==> config.mk <==
export PLATFORM = sky130hd
export DESIGN_NAME = quad_encoder_emulator
export DESIGN_NICKNAME = d
export VERILOG_FILES = /design/src/rtl/quad_enc_pkg.sv /design/src/rtl/quad_encoder_emulator_timer.sv /design/src/rtl/quad_encoder_emulator.sv
export SDC_FILE = /design/constraint.sdc
export NUM_CORES = 1
export LEC_CHECK = 0
export BUFFER_PORTS_ARGS = -buffer_cell sky130_fd_sc_hd__buf_2
export CAP_MARGIN = 10
export CORE_ASPECT_RATIO = 1.25
export CORE_MARGIN = 2
export CORE_UTILIZATION = 57
export DETAILED_ROUTE_END_ITERATION = 10
export HOLD_SLACK_MARGIN = 0.03
export PLACE_DENSITY = 0.76
export SETUP_SLACK_MARGIN = 0.3
export SLEW_MARGIN = 40
export SYNTH_ARGS = -nofsm -noshare
export SYNTH_HDL_FRONTEND = slang
export SYNTH_SLANG_ARGS = --single-unit
==> constraint.sdc <==
create_clock -name fclk -period 4.55 [get_ports fclk]
set_input_delay 0.6825 -clock fclk [delete_from_list [all_inputs] [get_ports fclk]]
set_output_delay 0.6825 -clock fclk [all_outputs]
set_load 0.1 [all_outputs]
==> src/rtl/quad_enc_pkg.sv <==
// Shared types and constants for the quadrature encoder emulator.
// Phase tables are indexed by the current {A,B} code and yield the next code.
package quad_enc_pkg;

  typedef enum logic {
    IDLE = 1'b0,
    RUN  = 1'b1
  } state_e;

  // Entry {A,B}=ab lives at bits [2*ab +: 2].
  // Forward: 00->10->11->01->00.
  // Reverse: 00->01->11->10->00.
  localparam logic [7:0] FWD_TABLE = {2'b01, 2'b11, 2'b00, 2'b10};
  localparam logic [7:0] REV_TABLE = {2'b10, 2'b00, 2'b11, 2'b01};

  localparam int MIN_PERIOD = 2;

  function automatic logic [1:0] next_phase(input logic [1:0] ab, input logic reverse);
    logic [7:0] tbl;
    tbl = reverse ? REV_TABLE : FWD_TABLE;
    return tbl[{ab, 1'b0} +: 2];
  endfunction

endpackage

==> src/rtl/quad_encoder_emulator_timer.sv <==
// quad_step_timer: free-running interval counter that emits a one-cycle tick
// every effective period. The period is latched at clear and again at each tick.
module quad_step_timer
  import quad_enc_pkg::*;
#(
  parameter int CNT_W = 32
) (
  input  logic             fclk,
  input  logic             rst,
  input  logic             clear,
  input  logic             enable,
  input  logic [CNT_W-1:0] step_period,
  output logic             tick
);

  logic [CNT_W-1:0] cnt_q, cnt_d;
  logic [CNT_W-1:0] period_q, period_d;

  function automatic logic [CNT_W-1:0] clamp_period(input logic [CNT_W-1:0] p);
    return (p < CNT_W'(MIN_PERIOD)) ? CNT_W'(MIN_PERIOD) : p;
  endfunction

  // NOTE: every variable gets a default at the top of always_comb so no path
  // leaves it unassigned; otherwise synthesis infers a latch.
  always_comb begin
    cnt_d    = cnt_q;
    period_d = period_q;
    tick     = 1'b0;
    if (clear) begin
      cnt_d    = '0;
      period_d = clamp_period(step_period);
    end else if (enable) begin
      if (cnt_q == period_q - CNT_W'(1)) begin
        tick     = 1'b1;
        cnt_d    = '0;
        period_d = clamp_period(step_period);
      end else begin
        cnt_d = cnt_q + CNT_W'(1);
      end
    end
  end

  // NOTE: sequential state uses non-blocking assignments so every flop
  // samples its _d value from before the edge, independent of statement order.
  always_ff @(posedge fclk) begin
    if (rst) begin
      cnt_q    <= '0;
      period_q <= '0;
    end else begin
      cnt_q    <= cnt_d;
      period_q <= period_d;
    end
  end

endmodule

==> src/rtl/quad_encoder_emulator.sv <==
// Synthetic incremental encoder: quadrature A/B plus index Z at a programmed
// step rate and direction, with signed position and an optional step limit.
module quad_encoder_emulator
  import quad_enc_pkg::*;
#(
  parameter int CNT_W = 32,
  parameter int POS_W = 32
) (
  input  logic             fclk,
  input  logic             rst,
  input  logic             start,
  input  logic             stop,
  input  logic             dir,
  input  logic [CNT_W-1:0] stepPeriod,
  input  logic [31:0]      stepLimit,
  input  logic [15:0]      countsPerRev,
  input  logic             posClr,
  output logic             quadA,
  output logic             quadB,
  output logic             quadZ,
  output logic [POS_W-1:0] position,
  output logic             busy,
  output logic             done
);

  state_e           state_q, state_d;
  logic [1:0]       phase_q, phase_d;
  logic [POS_W-1:0] pos_q, pos_d;
  logic [15:0]      rev_q, rev_d;
  logic             z_q, z_d;
  logic             done_q, done_d;
  logic [31:0]      steps_q, steps_d;
  logic [31:0]      limit_q, limit_d;

  logic start_go;
  logic step;
  logic tick;

  // Stop beats start when both arrive in IDLE.
  assign start_go = (state_q == IDLE) && start && !stop;
  assign step     = (state_q == RUN) && tick && !stop;

  quad_step_timer #(
    .CNT_W(CNT_W)
  ) u_timer (
    .fclk       (fclk),
    .rst        (rst),
    .clear      (start_go),
    .enable     (state_q == RUN),
    .step_period(stepPeriod),
    .tick       (tick)
  );

  always_comb begin
    state_d = state_q;
    phase_d = phase_q;
    pos_d   = pos_q;
    rev_d   = rev_q;
    z_d     = z_q;
    done_d  = 1'b0;
    steps_d = steps_q;
    limit_d = limit_q;

    case (state_q)
      IDLE: begin
        if (start_go) begin
          state_d = RUN;
          steps_d = '0;
          limit_d = stepLimit;
        end
      end
      RUN: begin
        if (stop) begin
          state_d = IDLE;
        end else if (step) begin
          phase_d = next_phase(phase_q, dir);
          steps_d = steps_q + 32'd1;
          if (!dir) begin
            pos_d = pos_q + POS_W'(1);
            if (countsPerRev == '0)
              rev_d = '0;
            else
              rev_d = (rev_q >= countsPerRev - 16'd1) ? '0 : rev_q + 16'd1;
          end else begin
            pos_d = pos_q - POS_W'(1);
            if (countsPerRev == '0)
              rev_d = '0;
            else
              rev_d = (rev_q == '0 || rev_q >= countsPerRev) ? countsPerRev - 16'd1
                                                             : rev_q - 16'd1;
          end
          if (limit_q != '0 && steps_d == limit_q) begin
            state_d = IDLE;
            done_d  = 1'b1;
          end
        end
      end
      default: state_d = IDLE;
    endcase

    // Clear overrides a coincident step for position and index phase only.
    if (posClr) begin
      pos_d = '0;
      rev_d = '0;
    end

    // Z is refreshed only on a step so it spans one whole quadrature state.
    if (step)
      z_d = (countsPerRev != '0) && (rev_d == '0);
  end

  always_ff @(posedge fclk) begin
    if (rst) begin
      state_q <= IDLE;
      phase_q <= 2'b00;
      pos_q   <= '0;
      rev_q   <= '0;
      z_q     <= 1'b0;
      done_q  <= 1'b0;
      steps_q <= '0;
      limit_q <= '0;
    end else begin
      state_q <= state_d;
      phase_q <= phase_d;
      pos_q   <= pos_d;
      rev_q   <= rev_d;
      z_q     <= z_d;
      done_q  <= done_d;
      steps_q <= steps_d;
      limit_q <= limit_d;
    end
  end

  assign quadA    = phase_q[1];
  assign quadB    = phase_q[0];
  assign quadZ    = z_q;
  assign position = pos_q;
  assign busy     = (state_q == RUN);
  assign done     = done_q;

endmodule

==> run metrics, run 1 <==
status=complete, no violations; CTS Sinks=181; cts bufs inserted=17; critical path class=reg -> reg; Syn Std Cell Area=0.0128 mm^2; vias per inst=6.11; min-delay worst type=in -> reg; skew final=0.0130 ns; Rows=61; GRT Overall Usage=28.9%; final setup fails=0; Power Density=257 mW/mm^2; Critical Path Sink Type=flop; Clock Tree Buf Depth=2; layout cells sized above 1=11.9%; final period utilization=90.0%; WP data required=4.92 ns; critical path cell sequence=or4_4 -> or4_4 -> o22ai_1 -> o2111ai_1 -> a2111o_1 -> nor4b_1 -> or4b_4 -> buf_12 -> or3_1 -> a21oi_1; antenna violations before repair=0; Detail Placement HPWL=25.1 mm; unrepaired setup endpoints after global routing=false; ys async rst share=0%; final hold vios=0; main flop type after synthesis=dfxtp_1; core box area=0.0221 mm^2; commonest cells after routing, fill and taps aside=nand2_1 (195), dfxtp_1 (181), a21oi_1 (163); number of flops mapped to enable cells by yosys=0; Synth Register Bits=181; Die Width=138 um; CP peak stage delay=0.60 ns; cts hold-fix bufs=0; Slew @ Worst Pin=0.822 ns; mean post-synth cell area=7.64 um^2; CP delay by family, top=simple AND/OR/NAND/NOR gates; DRT antenna net count=0; die footprint=0.0236 mm^2; max-slew violations=0; Skew-Pair Late Insertion Delay=0.45 ns; placed cells=2014; total global routing overflow=0; Max Cap Violations=0; drt drc=0; share of the yosys chip area belonging to registers=28.4%; CP bufs+invs=1; VDD IR-drop max=0.287 mV; Layout Utilization=64.3%; Rel. slew slack=45.1%; Placement Setup Slack=0.164 ns; Vias=12507; Setup crit start kind=flop; Peak Freq=244 MHz; min Tclk post-route=4.10 ns; H-tree depth=4; Synth cell types=76; number of global-route vias before repair=11811; GP Congestion=0.957; ANT cells=0; largest net degree at the start of global routing=57; post-route insts no fill=2047; per-cell routed wire length=16.6 um; CTS tree=yes; PnR worst setup slack=0.454 ns; Worst path most repeated cell=or4_4; initial core utilization=57.7%; initial DRC count=900; DRT Pass-1 Iters=5; Critical-path top delay cell=or4_4; # nets final=1908; Area Overhead vs Synth=11.5%; die height=171 um; Critical Path AT=4.46 ns; first-pass GRT wire length=55.5 mm; YS warnings=0; Post-Route WL=34.0 mm; TNS Setup=0 ns; number of primary I/O pins=123; Clock Root Buffer=clkbuf_16; Pleak=5.77 nW; most common cell after layout, fill and taps aside=nand2_1; Pwr Total=3.65 mW; Port Buffers=122; Cells after Synth=1671; Syn Nets=1828; CTS clk-pin slew, worst paths=0.07 ns; Crit Path Max Fanout=49
==> metal layers <==
metal	routed length [um]	vias to the layer above	GRT usage, %	share of wire (%)
li1	-	6184	-	-
met3	1560	77	3.63	4.6
met5	0	-	0	0
met2	16800	377	50.8	49
met4	1020	0	11.5	3.0
met1	14600	5869	35.6	43
==> through the flow <==
stage	area, um^2	hold slack, ns
final	14200	0.464
after global routing	14200	0.458
after CTS	14200	0.456
after detailed placement	13600	0.466
after global placement	13600	0.453
after floorplan	12800	0.461
==> cell type report <==
type / count / area, um^2
repair buffers: 152 / 865
clock buffers: 19 / 453
fillers: 2000 / 7900
flip-flops and latches: 181 / 3620
multi-input cells: 1359 / 8680
clock inverters: 13 / 114
well taps: 283 / 354
inverters: 40 / 150
==> power by group <==
group / internal [mW] / switching (mW)
sequential: 1.61 / 0.0392
combinational: 0.227 / 0.326
clock: 0.747 / 0.704
total: 2.59 / 1.07
==> kinds of logic after synthesis <==
family	after synthesis	synth area share, %
and+or+nand+nor	694	27.4
AOI/OAI and AO/OA	397	19.5
xor gates and xnor gates	181	12.4
DFF	181	28.4
buffers and inverters	131	4.03
adders and majority gates	71	7.02
muxes	16	1.27
==> synthesized netlist by cell type (10+ instances only) <==
library cell	n	share of area (%)
nand2_1	196	5.8
a211oi_1	14	0.82
xor2_1	64	4.4
inv_1	40	1.2
or3_1	24	1.2
a31oi_1	10	0.49
and4_1	13	0.89
nor4_1	41	2.0
o31ai_1	10	0.59
nor2_1	155	4.6
a22o_1	27	1.9
a21o_1	26	1.5
o21a_1	10	0.59
nand4_1	33	1.6
clkbuf_1	82	2.4
and3_1	25	1.2
mux2i_1	14	1.1
xnor2_1	117	8.0
o21ai_0	68	2.7
nor3_1	48	1.9
or4_1	16	0.94
a21oi_1	164	6.4
nor2b_1	15	0.74
dfxtp_1	181	28
nand3_1	51	2.0
nand3b_1	19	1.1
ha_1	70	6.9
==> sequential cells by signal (all words and copies together), names as in the netlist <==
signal            flops
limit_q              32
position             32
steps_q              32
u_timer.cnt_q        32
u_timer.period_q     32
rev_q                16
phase_q               2
busy                  1
done                  1
quadZ                 1
==> path summary, 6_finish.rpt <==
kind | startpoint | endpoint | slack, ns | cells past startpoint
worst min register to register | position[15]$_SDFFE_PP0P_ | position[15]$_SDFFE_PP0P_ | 0.47 | 2
worst min-delay path | stepPeriod[12] | u_timer.period_q[12]$_SDFFE_PP0P_ | 0.46 | 2
worst max-delay path | u_timer.period_q[7]$_SDFFE_PP0P_ | steps_q[11]$_SDFFE_PP0P_ | 0.45 | 10
worst max register to register | u_timer.period_q[7]$_SDFFE_PP0P_ | steps_q[11]$_SDFFE_PP0P_ | 0.45 | 10
==> what timing repair did <==
| item | CTS | global route |
|---|---|---|
| gates resized for setup | 1 | 8 |
| setup endpoints to repair | 21 | 91 |
| pin swaps | 0 | 1 |
| buffers inserted | 0 | 1 |
Note: power is estimated with default switching activity, not from simulation.
==> run 2: changes to the inputs <==
--- a/config.mk
+++ b/config.mk
@@ -5,7 +5,8 @@
 export SDC_FILE = /design/constraint.sdc
 export NUM_CORES = 1
 export LEC_CHECK = 0
-export BUFFER_PORTS_ARGS = -buffer_cell sky130_fd_sc_hd__buf_2
+export ABC_AREA = 1
+export BUFFER_PORTS_ARGS = -buffer_cell sky130_fd_sc_hd__buf_4
 export CAP_MARGIN = 10
 export CORE_ASPECT_RATIO = 1.25
 export CORE_MARGIN = 2
==> run metrics, run 2 <==
cts hold-fix bufs=0 (unchanged); final hold vios=0 (unchanged); Setup crit start kind=primary input; Clock Tree Buf Depth=2 (unchanged); Filler cells=2426 (+21%); largest net degree at the start of global routing=65 (+14%); die footprint=0.0261 mm^2 (+10%); DRT antenna net count=0 (unchanged); initial core utilization=57.9% (+0.17 points); Yosys top cell by area=dfxtp_1; CTS clk-pin slew, worst paths=0.08 ns (about the same); Clk pwr share=37.4% (-2.3 points); core box area=0.0244 mm^2 (+10%); total global routing overflow=0 (unchanged); placed cells=2653 (+32%); commonest cells after routing, fill and taps aside=nand2_1 (565), nor2_1 (247), inv_1 (231); Port Buffers=122 (unchanged); GRT Overall Usage=31.9% (+2.9 points); Cells after Synth=2246 (+34%); mean post-synth cell area=6.29 um^2 (-18%); Rows=64 (+4.9%); count leader, synth=nand2_1; TNS Setup=0 ns (unchanged); YS warnings=0 (unchanged); ys async rst share=0% (unchanged); # nets final=2499 (+31%); Rel. slew slack=51.7% (+6.7 points); VDD IR-drop max=0.240 mV (-16%); Internal Power=2.67 mW (+3.1%); most common cell after layout, fill and taps aside=nand2_1; P_sw=1.27 mW (+19%); Synth Register Bits=181 (unchanged); Post-CTS Setup Bufs=0 (unchanged); min-delay worst type=in -> reg; Slew @ Worst Pin=0.718 ns (-0.104 ns); critical path class=in -> reg; synth cell count leaders=nand2_1 (565), nor2_1 (247), inv_1 (232), dfxtp_1 (181), a21oi_1 (165); Detail Placement HPWL=32.5 mm (+29%); skew final=0.0103 ns (-0.00272 ns); status=complete, no violations; number of global-route vias before repair=14030 (+19%); Synth top area share=25.6% (-2.7 points); Critical Path AT=4.11 ns (-0.35 ns); Syn Std Cell Area=0.0141 mm^2 (+11%); Area Overhead vs Synth=12.5%; Placement Setup Slack=0.322 ns (+0.158 ns); sw frac=32.2% (+3.0 points); Max Cap Violations=0 (unchanged); number of primary I/O pins=123 (unchanged); first-pass GRT wire length=67.4 mm (+22%); Comb pwr share=20.5% (+5.4 points); vias per inst=5.56 (-9.1%); post-cts sizing count=0 (-1); min Tclk post-route=3.79 ns (-0.304 ns); DRT Pass-1 Iters=6 (+1); layout cells sized above 1=11.1% (-0.82 points); cts bufs inserted=17 (unchanged); PnR worst setup slack=0.758 ns (+0.304 ns); post-route insts no fill=2685 (+31%); unrepaired setup endpoints after global routing=false; Crit Path Max Fanout=13 (-73%); Critical Path Sink Type=flop; max-slew violations=0 (unchanged); Flop pwr share=42.1% (-3.1 points); number of flops mapped to enable cells by yosys=0 (unchanged); per-cell routed wire length=15.5 um (-6.8%); final setup fails=0 (unchanged); ANT cells=0 (unchanged); initial DRC count=1107 (+23%); Vias=14918 (+19%); drt drc=0 (unchanged); Peak Freq=264 MHz (+8.0%); die height=180 um (+5.1%); WP data required=4.87 ns (-0.05 ns); Post-Route WL=41.6 mm (+22%); Pleak=7.41 nW (+28%); final period utilization=83.3% (-6.7 points); antenna violations before repair=0 (unchanged); Worst Hold Slack=0.458 ns (-0.00559 ns); Skew-Pair Late Insertion Delay=0.45 ns (about the same); H-tree depth=4 (unchanged); Syn Nets=2403 (+31%); CTS tree=yes; share of the yosys chip area belonging to registers=25.6% (-2.7 points); Synth cell types=54 (-29%); top cells by area, synth=dfxtp_1 (26%), nand2_1 (15%), nor2_1 (6.6%); CTS Sinks=181 (unchanged); Clock Root Buffer=clkbuf_16; Die Width=145 um (+5.1%); Layout Utilization=65.1% (+0.76 points); GP Congestion=0.964 (+0.67%); main flop type after synthesis=dfxtp_1; Power Density=247 mW/mm^2 (-3.6%)
## run 2: cell count changes in the layout (fill, tap and decap cells not counted), moves of 85 or more
cell	delta
nand3_1	+110
buf_2	-122
inv_1	+191
xnor2_1	-85
nor2_1	+93
nand2_1	+370
buf_4	+112
## run 2: power by group through the flow
stage               registers, mW  clock network (mW)  logic (mW)
detailed placement           1.69                   0       0.794
CTS                          1.65                1.48       0.799
global placement             1.69                   0       0.783
floorplan                    1.68                   0       0.561
global route                 1.66                1.54       0.905
finish                       1.66                1.47       0.806
## run 2: area by class of cell
cell class                 instances  area, um^2  area share (%)
multi-input combinational       1755        9310            58.6
tap                              330         413            2.60
inverter                         248         931            5.86
clock inverter                    14         140           0.882
clock buffer                      18         429            2.70
sequential                       181        3620            22.8
timing repair buffer             139        1040            6.57
## run 2: path summary, 6_finish.rpt
check | start | end | slack, ns | cells after the start
max | countsPerRev[3] | quadZ$_SDFFE_PP0N_ | 0.76 | 23
min | stepPeriod[28] | u_timer.period_q[28]$_SDFFE_PP0P_ | 0.46 | 3
max reg2reg | u_timer.period_q[0]$_SDFFE_PP0P_ | done$_SDFF_PP0_ | 1.14 | 20
min reg2reg | u_timer.period_q[31]$_SDFFE_PP0P_ | u_timer.period_q[31]$_SDFFE_PP0P_ | 0.47 | 2
## run 2: logic make-up after synthesis
group | count (synthesis) | synth area share (%)
AOI/OAI and AO/OA | 345 | 13.0
DFF | 181 | 25.6
adders and majority gates | 71 | 6.34
and+or+nand+nor | 1204 | 38.0
buffers and inverters | 310 | 8.56
xor gates and xnor gates | 135 | 8.37
## run 2: metrics by stage
stage          instance area, um^2  power [mW]
2_1_floorplan                14100        2.24
3_3_place_gp                 15300        2.47
3_5_place_dp                 15300        2.48
4_1_cts                      15900        3.93
5_1_grt                      15900        4.11
6_report                     15900        3.93
## run 2: metal layers
metal	vias up	wire, um	GRT usage (%)
met4	0	1310	10.7
met3	86	2260	4.73
met1	6825	17600	39.4
met2	428	20400	55.9
met5	-	0	0
li1	7579	-	-
## run 2: critical path: stages
cell and delay, ns:
buf_4 0.12, nor2_1 0.24, nand4_1 0.22, nor2_1 0.21, nand2_1 0.11, nor3_1 0.19, xor2_1 0.24, ha_1 0.28
a21oi_1 0.16, o21ai_0 0.09, a21oi_1 0.17, and3_1 0.55, nand3_1 0.15, nand2_1 0.10, nand2_1 0.05, nand3_1 0.08
nand2_1 0.07, nand2_1 0.06, clkinv_1 0.05, nand2_1 0.07, nor2_1 0.04, nand3_1 0.09, a21oi_2 0.06
